File: src/rtl/bc_fir_pkg.sv
// Shared types, default coefficient set and width helpers for the folded
// symmetric FIR (bc_fir_seq).
package bc_fir_pkg;

    typedef enum logic [1:0] {
        ST_IDLE = 2'd0,
        ST_MAC  = 2'd1,
        ST_DONE = 2'd2
    } state_t;

    localparam int DEFAULT_H = 10;

    // Folded 19-tap set; entries above 2047 are negative taps in 12-bit wrap.
    localparam logic [11:0] DEFAULT_COEF [DEFAULT_H] = '{
        12'd3, 12'd0, 12'd4075, 12'd0, 12'd78,
        12'd0, 12'd3859, 12'd0, 12'd943, 12'd1533
    };

    function automatic int acc_w(input int data_w, input int coef_w, input int taps);
        return data_w + coef_w + $clog2(taps) + 1;
    endfunction

    function automatic logic [11:0] default_coef(input int i);
        if (i >= 0 && i < DEFAULT_H)
            return DEFAULT_COEF[i];
        return 12'd0;
    endfunction

endpackage

File: src/rtl/bc_fir_mac.sv
// Pre-adder, multiplier and accumulator for one folded coefficient pair per
// cycle. Exposes the output slice of the sum being formed this cycle.
module bc_fir_mac #(
    parameter int DATA_W = 13,
    parameter int COEF_W = 12,
    parameter int ACC_W  = 31,
    parameter int SHIFT  = 0
) (
    input  logic              clock,
    input  logic              reset,
    input  logic              clr,
    input  logic              en,
    input  logic [COEF_W-1:0] coef,
    input  logic [DATA_W-1:0] a,
    input  logic [DATA_W-1:0] b,
    output logic [DATA_W-1:0] result
);
    localparam int PW = DATA_W + COEF_W + 1;

    logic [DATA_W:0]    pre;
    logic [PW-1:0]      prod;
    logic [ACC_W-1:0]   acc;
    logic [ACC_W-1:0]   acc_next;

    assign pre      = {1'b0, a} + {1'b0, b};
    assign prod     = PW'(pre) * PW'(coef);
    assign acc_next = acc + ACC_W'(prod);
    assign result   = acc_next[SHIFT +: DATA_W];

    always_ff @(posedge clock or posedge reset) begin
        if (reset)
            acc <= '0;
        else if (clr)
            acc <= '0;
        else if (en)
            acc <= acc_next;
    end

endmodule

File: src/rtl/bc_fir_seq.sv
// Streaming symmetric FIR: one sample per handshake, folded taps evaluated on
// a single time-shared multiplier, run-time writable coefficient file.
module bc_fir_seq
    import bc_fir_pkg::*;
#(
    parameter int DATA_W = 13,
    parameter int COEF_W = 12,
    parameter int TAPS   = 19,
    parameter int SHIFT  = 0
) (
    input  logic                             clock,
    input  logic                             reset,
    input  logic                             in_valid,
    output logic                             in_ready,
    input  logic [DATA_W-1:0]                in_data,
    output logic                             out_valid,
    input  logic                             out_ready,
    output logic [DATA_W-1:0]                out_data,
    input  logic                             coef_we,
    input  logic [$clog2((TAPS+1)/2)-1:0]    coef_addr,
    input  logic [COEF_W-1:0]                coef_data
);
    localparam int H     = (TAPS + 1) / 2;
    localparam int IW    = $clog2(H);
    localparam int TW    = $clog2(TAPS);
    localparam int ACC_W = acc_w(DATA_W, COEF_W, TAPS);

    state_t            state;
    logic [IW-1:0]     idx;
    logic [DATA_W-1:0] d [TAPS];
    logic [COEF_W-1:0] c [H];
    logic [TW-1:0]     mirror;
    logic              last;
    logic [DATA_W-1:0] tap_a;
    logic [DATA_W-1:0] tap_b;
    logic [DATA_W-1:0] result;

    // Handshake: a transfer happens on a rising edge where valid and ready are both high.
    assign in_ready = (state == ST_IDLE);
    assign last     = (idx == IW'(H - 1));
    assign mirror   = TW'(TAPS - 1) - TW'(idx);
    assign tap_a    = d[TW'(idx)];
    assign tap_b    = last ? '0 : d[mirror];

    bc_fir_mac #(
        .DATA_W (DATA_W),
        .COEF_W (COEF_W),
        .ACC_W  (ACC_W),
        .SHIFT  (SHIFT)
    ) u_mac (
        .clock  (clock),
        .reset  (reset),
        .clr    (in_valid && in_ready),
        .en     (state == ST_MAC),
        .coef   (c[idx]),
        .a      (tap_a),
        .b      (tap_b),
        .result (result)
    );

    // A write coinciding with an accept lands before the first MAC cycle reads it.
    always_ff @(posedge clock or posedge reset) begin
        if (reset) begin
            for (int i = 0; i < H; i++)
                c[i] <= COEF_W'(default_coef(i));
        end else if (coef_we && in_ready && (int'(coef_addr) < H)) begin
            c[coef_addr] <= coef_data;
        end
    end

    always_ff @(posedge clock or posedge reset) begin
        if (reset) begin
            state     <= ST_IDLE;
            idx       <= '0;
            out_valid <= 1'b0;
            out_data  <= '0;
            for (int k = 0; k < TAPS; k++)
                d[k] <= '0;
        end else begin
            case (state)
                ST_IDLE: begin
                    if (in_valid) begin
                        for (int k = TAPS - 1; k > 0; k--)
                            d[k] <= d[k-1];
                        d[0]  <= in_data;
                        idx   <= '0;
                        state <= ST_MAC;
                    end
                end
                ST_MAC: begin
                    if (last) begin
                        out_data  <= result;
                        out_valid <= 1'b1;
                        state     <= ST_DONE;
                    end else begin
                        idx <= idx + IW'(1);
                    end
                end
                ST_DONE: begin
                    if (out_ready) begin
                        out_valid <= 1'b0;
                        state     <= ST_IDLE;
                    end
                end
                default: state <= ST_IDLE;
            endcase
        end
    end

endmodule

File: config.mk
export PLATFORM = sky130hd
export DESIGN_NAME = bc_fir_seq
export DESIGN_NICKNAME = d
export VERILOG_FILES = /design/src/rtl/bc_fir_pkg.sv /design/src/rtl/bc_fir_mac.sv /design/src/rtl/bc_fir_seq.sv
export SDC_FILE = /design/constraint.sdc
export NUM_CORES = 1
export LEC_CHECK = 0
export ABC_AREA = 1
export CAP_MARGIN = 10
export CORE_MARGIN = 2
export CORE_UTILIZATION = 35
export CTS_BUF_LIST = sky130_fd_sc_hd__clkbuf_8
export DETAILED_ROUTE_END_ITERATION = 6
export PLACE_DENSITY_LB_ADDON = 0.08
export SKIP_LAST_GASP = 1
export SYNTH_ARGS = -nofsm -noshare
export SYNTH_HDL_FRONTEND = slang
export SYNTH_SLANG_ARGS = --single-unit
export TNS_END_PERCENT = 20
File: constraint.sdc
create_clock -name clock -period 18.2 [get_ports clock]
set_input_delay 2.73 -clock clock [delete_from_list [all_inputs] [get_ports clock]]
set_output_delay 2.73 -clock clock [all_outputs]
set_load 0.05 [all_outputs]
==> Word-level counts from Yosys, hierarchy flattened <==
Cells that the tools add are included.
{ "op_classes": {"add_sub_neg": 4, "multipliers": 1, "magnitude_cmp": 6, "n_eq_ne": 7, "n_mux": 25, "bitwise_logic": 4, "reduce_logical": 13} }
{ "op_table": {"columns": ["op", "n"], "rows": [
  ["$bmux W13 S5", 2],
  ["$bwmux W120", 1],
  ["$mux W13", 5],
  ["$mux W31", 2],
  ["$bmux W12 S4", 1],
  ["$demux W12 S4", 1],
  ["$mux W12", 3],
  ["$add A31 B26 Y31", 1],
  ["$mul A14 B12 Y26", 1],
  ["$add A13 B13 Y14", 1],
  ["$ge A6 B6 Y1 const B", 2],
  ["$ge A5 B5 Y1 const B", 2],
  ["$not A4 Y5", 2],
  ["$reduce_and A3 Y1", 3],
  ["$mux W4", 2],
  ["$ne A2 B2 Y1 const B", 4],
  ["$pmux W4 S2", 1],
  ["$mux W2", 3],
  ["$not A4 Y6", 1],
  ["$not A5 Y6", 1],
  ["$pmux W2 S3", 1],
  ["$reduce_bool A2 Y1", 3],
  ["$lt A5 B1 Y1 const B", 1],
  ["$sub A5 B4 Y5 const A", 1],
  ["other kinds (10)", 15]
]} }
{ "word_totals": {"regBits": 418, "input_bits": 34} }

==> Longest topological paths before layout <==
Gate-level depths: netlist of the first run.
{ "logic_depth": {"depth_word": 11, "mapped_depth": 51} }

==> Modules after synthesis <==
Synthesis of the first run repeated with hierarchy kept, for this count alone.
{ "unflattened": {"hier_cells": 2995, "hier_area_um2": 23103.4} }
{ "by_module_without_submodules": {"columns": ["module", "n_inst", "cells_each", "area_per_inst_um2"], "rows": [
  ["bc_fir_seq", 1, 2387, 18888.1],
  ["bc_fir_mac", 1, 608, 4215.3]
]} }

==> Worst setup path after synthesis of the first run <==
OpenSTA, ideal clock, no wires.
{ "synth_path": {"path_type": "register to register", "startpoint": "register idx[1]", "endpoint": "register out_data[12]", "arrival_time_ps": 8088, "required_time_ps": 18082, "slack_ps": 9994, "path_stages_with_launch": 49, "path_buffers": 5, "period_less_slack_ps": 8206, "path_cell_list": "dfrtp_1 inv_1 buf_2 buf_2 buf_1 ha_1 inv_1 clkbuf_1 buf_1 a21oi_1 o21ai_0 nand3_1 nand3_1 nand3_1 inv_1 ha_1 inv_1 fa_1 [... 13 more ...] inv_1 fa_1 inv_1 fa_1 inv_1 ha_1 inv_1 nor3_1 nand3_1 o2111ai_1 xor2_1 nand3_1 nand2_1 nand2_1 nand2_1 nand2_1 nand3_1 nand2_1"} }
{ "synth_via": {"elab_chain_cells": 9} }
{ "synth_rtl": {"columns": ["item", "line", "rtl"], "rows": [
  ["start: declaration", "bc_fir_seq.sv:29", "logic [IW-1:0] idx;"],
  ["start signal: assignment", "bc_fir_seq.sv:96", "idx <= idx + IW'(1);"],
  ["$sub A5 B4 Y5", "bc_fir_seq.sv:41", "assign mirror = TW'(TAPS - 1) - TW'(idx);"],
  ["$not A5 Y6 (not written as such)", "bc_fir_seq.sv:43", "assign tap_b = last ? '0 : d[mirror];"],
  ["$bmux W13 S5", "bc_fir_seq.sv:43", null],
  ["$mux W13 (not written as such) (2 in a row)", "bc_fir_seq.sv:43", null],
  ["$mux W13", "bc_fir_seq.sv:43", null],
  ["$add A13 B13 Y14", "bc_fir_mac.sv:25", "assign pre = {1'b0, a} + {1'b0, b};"],
  ["$mul A14 B12 Y26", "bc_fir_mac.sv:26", "assign prod = PW'(pre) * PW'(coef);"],
  ["$add A31 B26 Y31", "bc_fir_mac.sv:27", "assign acc_next = acc + ACC_W'(prod);"],
  ["end signal: assignment", "bc_fir_seq.sv:92", "out_data <= result;"],
  ["end: declaration", "bc_fir_seq.sv:18", "output logic [DATA_W-1:0] out_data,"]
]} }
Parallel ways exist; a longest one is shown, timed or not. The select of a mux whose other input is x is not followed.
A chain may end at the register's enable or synchronous reset.

==> Worst setup path in the final report of the first run <==
{ "layout_path": {"startpoint": "register idx[1]", "endpoint": "register u_mac.acc[12]"} }
{ "layout_via": {"elab_chain_cells": 11} }
{ "layout_rtl": {"columns": ["item", "line", "rtl"], "rows": [
  ["$sub A5 B4 Y5", "bc_fir_seq.sv:41", null],
  ["$not A5 Y6 (not written as such)", "bc_fir_seq.sv:43", null],
  ["$bmux W13 S5", "bc_fir_seq.sv:43", null],
  ["$mux W13 (not written as such) (2 in a row)", "bc_fir_seq.sv:43", null],
  ["$mux W13", "bc_fir_seq.sv:43", null],
  ["$add A13 B13 Y14", "bc_fir_mac.sv:25", null],
  ["$mul A14 B12 Y26 (*)", "bc_fir_mac.sv:26", null],
  ["$add A31 B26 Y31 (*)", "bc_fir_mac.sv:27", null],
  ["$mux W31 (*)", "bc_fir_mac.sv:35", "else if (en)"],
  ["$mux W31 (*)", "bc_fir_mac.sv:33", "else if (clr)"],
  ["end signal: assignment", "bc_fir_mac.sv:36", "acc <= acc_next;"],
  ["end: declaration", "bc_fir_mac.sv:22", "logic [ACC_W-1:0] acc;"]
]} }
Mark *: on every way between the ends. The rest lies on a longest branch, timed or not. The select of a mux whose other input is x is not followed.

==> results of run 1 <==
[through the flow]
step           area, um2  hold slack (ns)  instances
2_1_floorplan      22600            0.445       2908
3_3_place_gp       23600            0.462       3672
3_5_place_dp       23600            0.468       3672
4_1_cts            25200            0.482       3808
5_1_grt            25200            0.494       3811
6_report           25200            0.480       3813
[cells in the final DEF (no fill, tap or decap), types with 4 or more instances in the layout]
cell type,n
nand2_1,947
o21ai_0,521
dfrtp_1,357
inv_1,338
nand3_1,126
clkbuf_8,100
nor2_1,80
a21oi_1,79
fa_1,60
ha_1,48
clkdlybuf4s50_1,48
dfstp_2,40
o211ai_1,26
buf_4,24
o22ai_1,13
or2_2,11
xor2_1,11
a22oi_1,11
clkinv_2,11
o221ai_1,9
mux2i_1,9
a32o_1,7
inv_2,6
nand4_1,6
nor3_1,6
diode_2,5
nand2_2,5
xnor2_1,5
o2111ai_1,4
[worst max-delay path, delay by kind of cell, from the launching register on]
family	cells	cell delay, ns
and+or+nand+nor	13	1.99
xor gates and xnor gates	2	0.68
AOI/OAI and AO/OA	4	0.77
adders and majority gates	9	3.85
DFF	1	0.34
buffers and inverters	12	1.90
[cells by family after synthesis]
group | after synthesis | share of synthesized area
AO/OA/AOI/OAI | 693 | 0.165
XOR/XNOR | 19 | 0.00934
adder cells (fa/ha/maj) | 109 | 0.0802
buffers and inverters | 490 | 0.0882
flip-flops | 400 | 0.444
multiplexers | 9 | 0.00398
AND/OR/NAND/NOR | 1188 | 0.208
[synth_stat cells, types with 4 or more instances]
cell type and instances:
clkbuf_1 105, nand4_1 6, dfstp_2 40, o221ai_1 9, fa_1 60, xnor2_1 5
buf_1 16, or2_2 11, a22oi_1 11, inv_2 6, nor3_1 6, o22ai_1 13
mux2i_1 9, nor2_1 80, a32o_1 7, xor2_1 11, inv_1 318, buf_6 10
o211ai_1 26, ha_1 49, nand2_2 5, o2111ai_1 4, buf_2 25, dfrtp_1 360
a21oi_1 79, o21ai_0 521, nand3_1 126, nand2_1 948, buf_4 6
[registers in the layout, indices dropped and copies added (netlist names)]
signal and cells:
c 120, d 247, idx 4, out_data 13, out_valid 1, state 2
u_mac.acc 13
[per-layer routing]
metal	vias up	track usage	wire length, um
met5	-	0	0
met1	9162	0.295	32400
li1	9335	-	-
met4	0	0.0586	1320
met2	411	0.307	28600
met3	82	0.0345	3520
[worst max-delay path by stage]
stage          startpoint       endpoint  cells past startpoint  slack (ns)
4_1_cts            idx[1]  u_mac.acc[12]                     45        8.46
3_3_place_gp       idx[0]   out_data[12]                     43        8.50
6_report           idx[1]  u_mac.acc[12]                     40        8.45
5_1_grt            idx[1]   out_data[12]                     40        7.63
2_1_floorplan       reset         c[100]                      1        4.41
3_5_place_dp       idx[1]   out_data[12]                     45        8.50
[layout make-up]
| class | instances | area share |
|---|---|---|
| clock inverter | 36 | 0.00655 |
| multi-input combinational | 2018 | 0.420 |
| inverter | 326 | 0.0493 |
| antenna | 5 | 0.000497 |
| tap | 855 | 0.0425 |
| sequential | 400 | 0.399 |
| clock buffer | 100 | 0.0546 |
| timing repair buffer | 73 | 0.0270 |
==> impl_results.md, run 1 <==
* Status: finished, violations left
* Failing checks: design-rule violations
* Share of the synthesized area in the top cell type at 0.398
* Max FO, Critical Path at 68
* Final hold violation count at 0
* Slew HR at 0.319
* Kind of critical path: flip-flop to flip-flop
* Core area at 64200 um2
* End of the worst hold path: out_data[8]
* # DRC at 2
* Total track usage at 0.202
* CTS Root Cell: clkbuf_8
* Setup violators final at 0
* CP required at approximately 19 ns
* Reg-to-reg setup timing slack at 8.45 ns
* Pin count of the biggest net entering global routing at 139
* Worst hold path type: flip-flop to flip-flop
* Reg2Reg Depth at 40
* Fin. max-slew vios at 0
* First-pass GRT wire length at 107 mm
* Util after Layout at 0.392
* Worst Path Arrival at 10.28 ns
* Hold-critical path depth at 2
* Setup Buffers After CTS at 0
* Startpoint types: flip-flop
* Least-Margin Pin Slew at between 1 and 1.5 ns
* Final setup margin at 8.45 ns
* Distinct cells, synth at 53
* Ranking of synthesized cells by area: dfrtp_1 40%, nand2_1 16%, o21ai_0 12%
* Initial Utilization at 0.352
* Dpl hpwl at 43.0 mm
* Worst skew pair latency at 0.66 ns
* DR iter-0 viols at 1483
* Seq cells post-synth at 400
* YS warnings at 0
* Max-cap violation count at 0
* IO Pins at 49
* Slowest-stage cell, CP: nor2_1
* Area used by multi-input combinational logic at 10600 um2
* TritonCTS clock tree: yes
* RSZ-0062 raised after global routing: false
* Fraction of registers with async set/reset at 1.00
* Setup TNS at 0 ns
* Setup WS pre-CTS at 8.50 ns
* Clock buffer depth at 3
* Synth Instances at 2908
* Layout cells sized above 1 at 0.0748
* Area leader, netlist: dfrtp_1
* Via count at 18990
* Cell Rows at 93
* GPL Wtd Cong at around 0.86
* ANT nets after route at 0
* Initial antenna violation count at 1
* Gates resized, CTS repair at 0
* First-pass detailed-route iteration total at 7
* Area delta synth->final at 11.3%
* Nets@finish at around 3000
* Worst Clk Skew at 0.0272 ns
* FF/Latch Area at 10100 um2
* Synthesized area at 22600 um2
* Hold buffer count at cts at 0
* Max stage delay on crit path at between 0.8 and 0.9 ns
* Period utilization at 0.536
* Number of global-route vias before repair at 18687
* Die Y-Extent at 258 um
* Fillers at 6806
* Routed WL at 65.9 mm
* Clock sink count at 400
* Post-route minimum period at 9.75 ns
* Remaining Overflow, GRT at 0
* Sequential fraction of the synthesis area at 0.444
* Critical Path End Type: flip-flop
* Synthesized net count at about 3100
* Reg2reg start: idx[1]
* H-tree Lvls at 3
* WL/cell at about 17 um
* CP most frequent cell: inv_1
* Worst hold start: out_data[8]
* Die area at 66700 um2
* Via count normalized by instance count at 4.98
* RR Endpoint: u_mac.acc[12]
* Width of the chip at about 260 um
* Syn Area/Cell at 7.78 um2
* Post-synth EDFFs at 0
* FMAX at approximately 100 MHz
* Top_reg_cell synth: dfrtp_1
* Clock slew at reported path FFs at 0.06 ns
* Port Buffer Count at 48
* CTS Buf Count at 78
Power of run 1 is left out: the tool's default activity adds up to more than one toggle a clock period on the data nets, which glitch-free logic cannot reach.
==> inputs of run 2 (changes only) <==
==> constraint.sdc (replaced) <==
create_clock -name clock -period 9.85 [get_ports clock]
set_input_delay 1.4775 -clock clock [delete_from_list [all_inputs] [get_ports clock]]
set_output_delay 1.4775 -clock clock [all_outputs]
set_load 0.05 [all_outputs]
==> run 2 against run 1 <==
The flow now finishes without violations. Final area is 0.32% lower. First-iteration DRC count shrank 4.4%. Worst setup slack got worse by 7.3 ns. Critical endpoint unchanged.
==> impl_results.md, run 2 (same netlist as run 1, synthesis figures left out) <==
* RR Endpoint: u_mac.acc[12] (unchanged)
* Least-Margin Pin Slew at 1.13 ns (was 1.02 ns)
* Width of the chip at 258 um (unchanged)
* Cell family with the largest share of critical-path delay: adder cells (unchanged)
* Setup Buffers After CTS at 0 (unchanged)
* Startpoint types: flip-flop (unchanged)
* Die Y-Extent at 258 um (unchanged)
* WL/cell at 17.4 um (was 17.3 um)
* # DRC at 0 (was 2)
* Setup TNS at 0 ns (unchanged)
* Setup WS pre-CTS at 1.15 ns (was 8.50 ns)
* Routed WL at 66.0 mm (was 65.9 mm)
* FF/Latch Area at 10100 um2 (unchanged)
* Layout cells sized above 1 at 0.0699 (was 0.0748)
* Fin. max-slew vios at 0 (unchanged)
* Levels on crit path at 35 (was 40)
* IO Pins at 49 (unchanged)
* Critical path capture point: u_mac.acc[12] (unchanged)
* Max stage delay on crit path at 0.72 ns (was 0.85 ns)
* Final setup margin at 1.11 ns (was 8.45 ns)
* Reg-to-reg setup timing slack at 1.11 ns (was 8.45 ns)
* CTS Root Cell: clkbuf_8 (unchanged)
* Core area at 64200 um2 (unchanged)
* Worst hold path type: flip-flop to flip-flop (unchanged)
* CTS Buf Count at 77 (was 78)
* First-pass detailed-route iteration total at 7 (unchanged)
* Port Buffer Count at 48 (unchanged)
* Initial Utilization at 0.352 (unchanged)
* Worst Clk Skew at 0.0338 ns (was 0.0272 ns)
* Hold buffer count at cts at 0 (unchanged)
* Nets@finish at 3038 (was 3040)
* Gates resized, CTS repair at 0 (unchanged)
* Via count normalized by instance count at 4.95 (was 4.98)
* Critical Path End Type: flip-flop (unchanged)
* Final hold violation count at 0 (unchanged)
* Area used by multi-input combinational logic at 10600 um2 (unchanged)
* Top flop regs: d (247), c (120) (unchanged)
* FMAX at 114 MHz (was 103 MHz)
* Kind of critical path: flip-flop to flip-flop (unchanged)
* Most frequent cells in the layout: 947 x nand2_1, 521 x o21ai_0, 357 x dfrtp_1 (unchanged)
* Cell Rows at 93 (unchanged)
* Number of global-route vias before repair at 18518 (was 18687)
* Clock buffer depth at 3 (unchanged)
* Slowest-stage cell, CP: dfrtp_2 (was nor2_1)
* Largest register FFs at 247 (unchanged)
* Setup violators final at 0 (unchanged)
* Slew HR at 0.246 (was 0.319)
* CP most frequent cell: inv_1 (unchanged)
* CP required at 10.39 ns (was 18.73 ns)
* Most flop-heavy register: d (unchanged)
* Reg2Reg Depth at 35 (was 40)
* First-pass GRT wire length at 106 mm (was 107 mm)
* Clock slew at reported path FFs at 0.06 ns (about the same)
* Via count at 18833 (was 18990)
* H-tree Lvls at 3 (unchanged)
* Fillers at 6735 (was 6806)
* Total track usage at 0.201 (was 0.202)
* TritonCTS clock tree: yes (unchanged)
* Status: finished clean (was finished, violations left)
* GPL Wtd Cong at 0.874 (was 0.859)
* Setup crit start: idx[1] (unchanged)
* Most common cell after layout, fill and taps aside: nand2_1 (unchanged)
* Max-cap violation count at 0 (unchanged)
* Remaining Overflow, GRT at 0 (unchanged)
* ANT nets after route at 0 (unchanged)
* Util after Layout at 0.391 (was 0.392)
* Area delta synth->final at 11.0% (was 11.3%)
* Clock sink count at 400 (unchanged)
* Max FO, Critical Path at 39 (was 68)
* Worst Path Arrival at 9.28 ns (was 10.28 ns)
* RSZ-0062 raised after global routing: false (unchanged)
* Dpl hpwl at 43.9 mm (was 43.0 mm)
* Period utilization at 0.888 (was 0.536)
* Pin count of the biggest net entering global routing at 156 (was 139)
* Critical path buffers and inverters at 8 (was 12)
* DR iter-0 viols at 1418 (was 1483)
* Initial antenna violation count at 1 (unchanged)
* Reg2reg start: idx[1] (unchanged)
* WHS at 0.473 ns (was 0.480 ns)
* Post-route minimum period at 8.74 ns (was 9.75 ns)
* Die area at 66700 um2 (unchanged)
* Worst skew pair latency at 0.67 ns (was 0.66 ns)
-- run 2: per-layer routing --
layer | routed length, um | share of wire | vias to the layer above | global-route usage
met4 | 1280 | 0.019 | 0 | 0.0621
met5 | 0 | 0 | - | 0
met2 | 27900 | 0.42 | 455 | 0.293
li1 | - | - | 9317 | -
met3 | 3860 | 0.058 | 77 | 0.0411
met1 | 33000 | 0.50 | 8984 | 0.299
-- run 2: how the worst min path moves through the flow --
stage          startpoint    end  slack [ns]  cells after the start
4_1_cts              d[2]   d[2]        0.48                      2
2_1_floorplan       c[16]  c[16]        0.45                      2
3_5_place_dp         d[2]   d[2]        0.47                      2
3_3_place_gp        c[23]  c[23]        0.46                      2
5_1_grt              d[2]   d[2]        0.50                      2
6_report            c[16]  c[16]        0.47                      2
-- run 2: cell type report --
class,count,share of cell area
inverters,326,0.0493
diodes,3,0.000299
clock inverters,40,0.00797
clock buffers,91,0.0499
repair buffers,72,0.0278
multi-input cells,2018,0.422
well taps,855,0.0426
flip-flops and latches,400,0.401
-- run 2: metrics by stage --
step / cells / instance area (um2)
finish: 3805 / 25100
CTS: 3802 / 25100
global route: 3805 / 25100
floorplan: 2908 / 22600
global placement: 3671 / 23700
detailed placement: 3671 / 23700
-- run 2: tightest hold or removal path, stage by stage (launching register included) --
cell and delay [ns]:
dfrtp_1 0.33, nand2_1 0.05, o21ai_0 0.06
Power of run 2 is left out for the same reason.
==> inputs of run 3 (changes only) <==
--- a/config.mk
+++ b/config.mk
@@ -12,6 +12,7 @@
 export CTS_BUF_LIST = sky130_fd_sc_hd__clkbuf_8
 export DETAILED_ROUTE_END_ITERATION = 6
 export PLACE_DENSITY_LB_ADDON = 0.08
+export SETUP_SLACK_MARGIN = 0.3
 export SKIP_LAST_GASP = 1
 export SYNTH_ARGS = -nofsm -noshare
 export SYNTH_HDL_FRONTEND = slang
==> results of run 3 <==
The final DEF is identical to that of run 2; final timing and power are the same.
Power of run 3 is left out for the same reason.
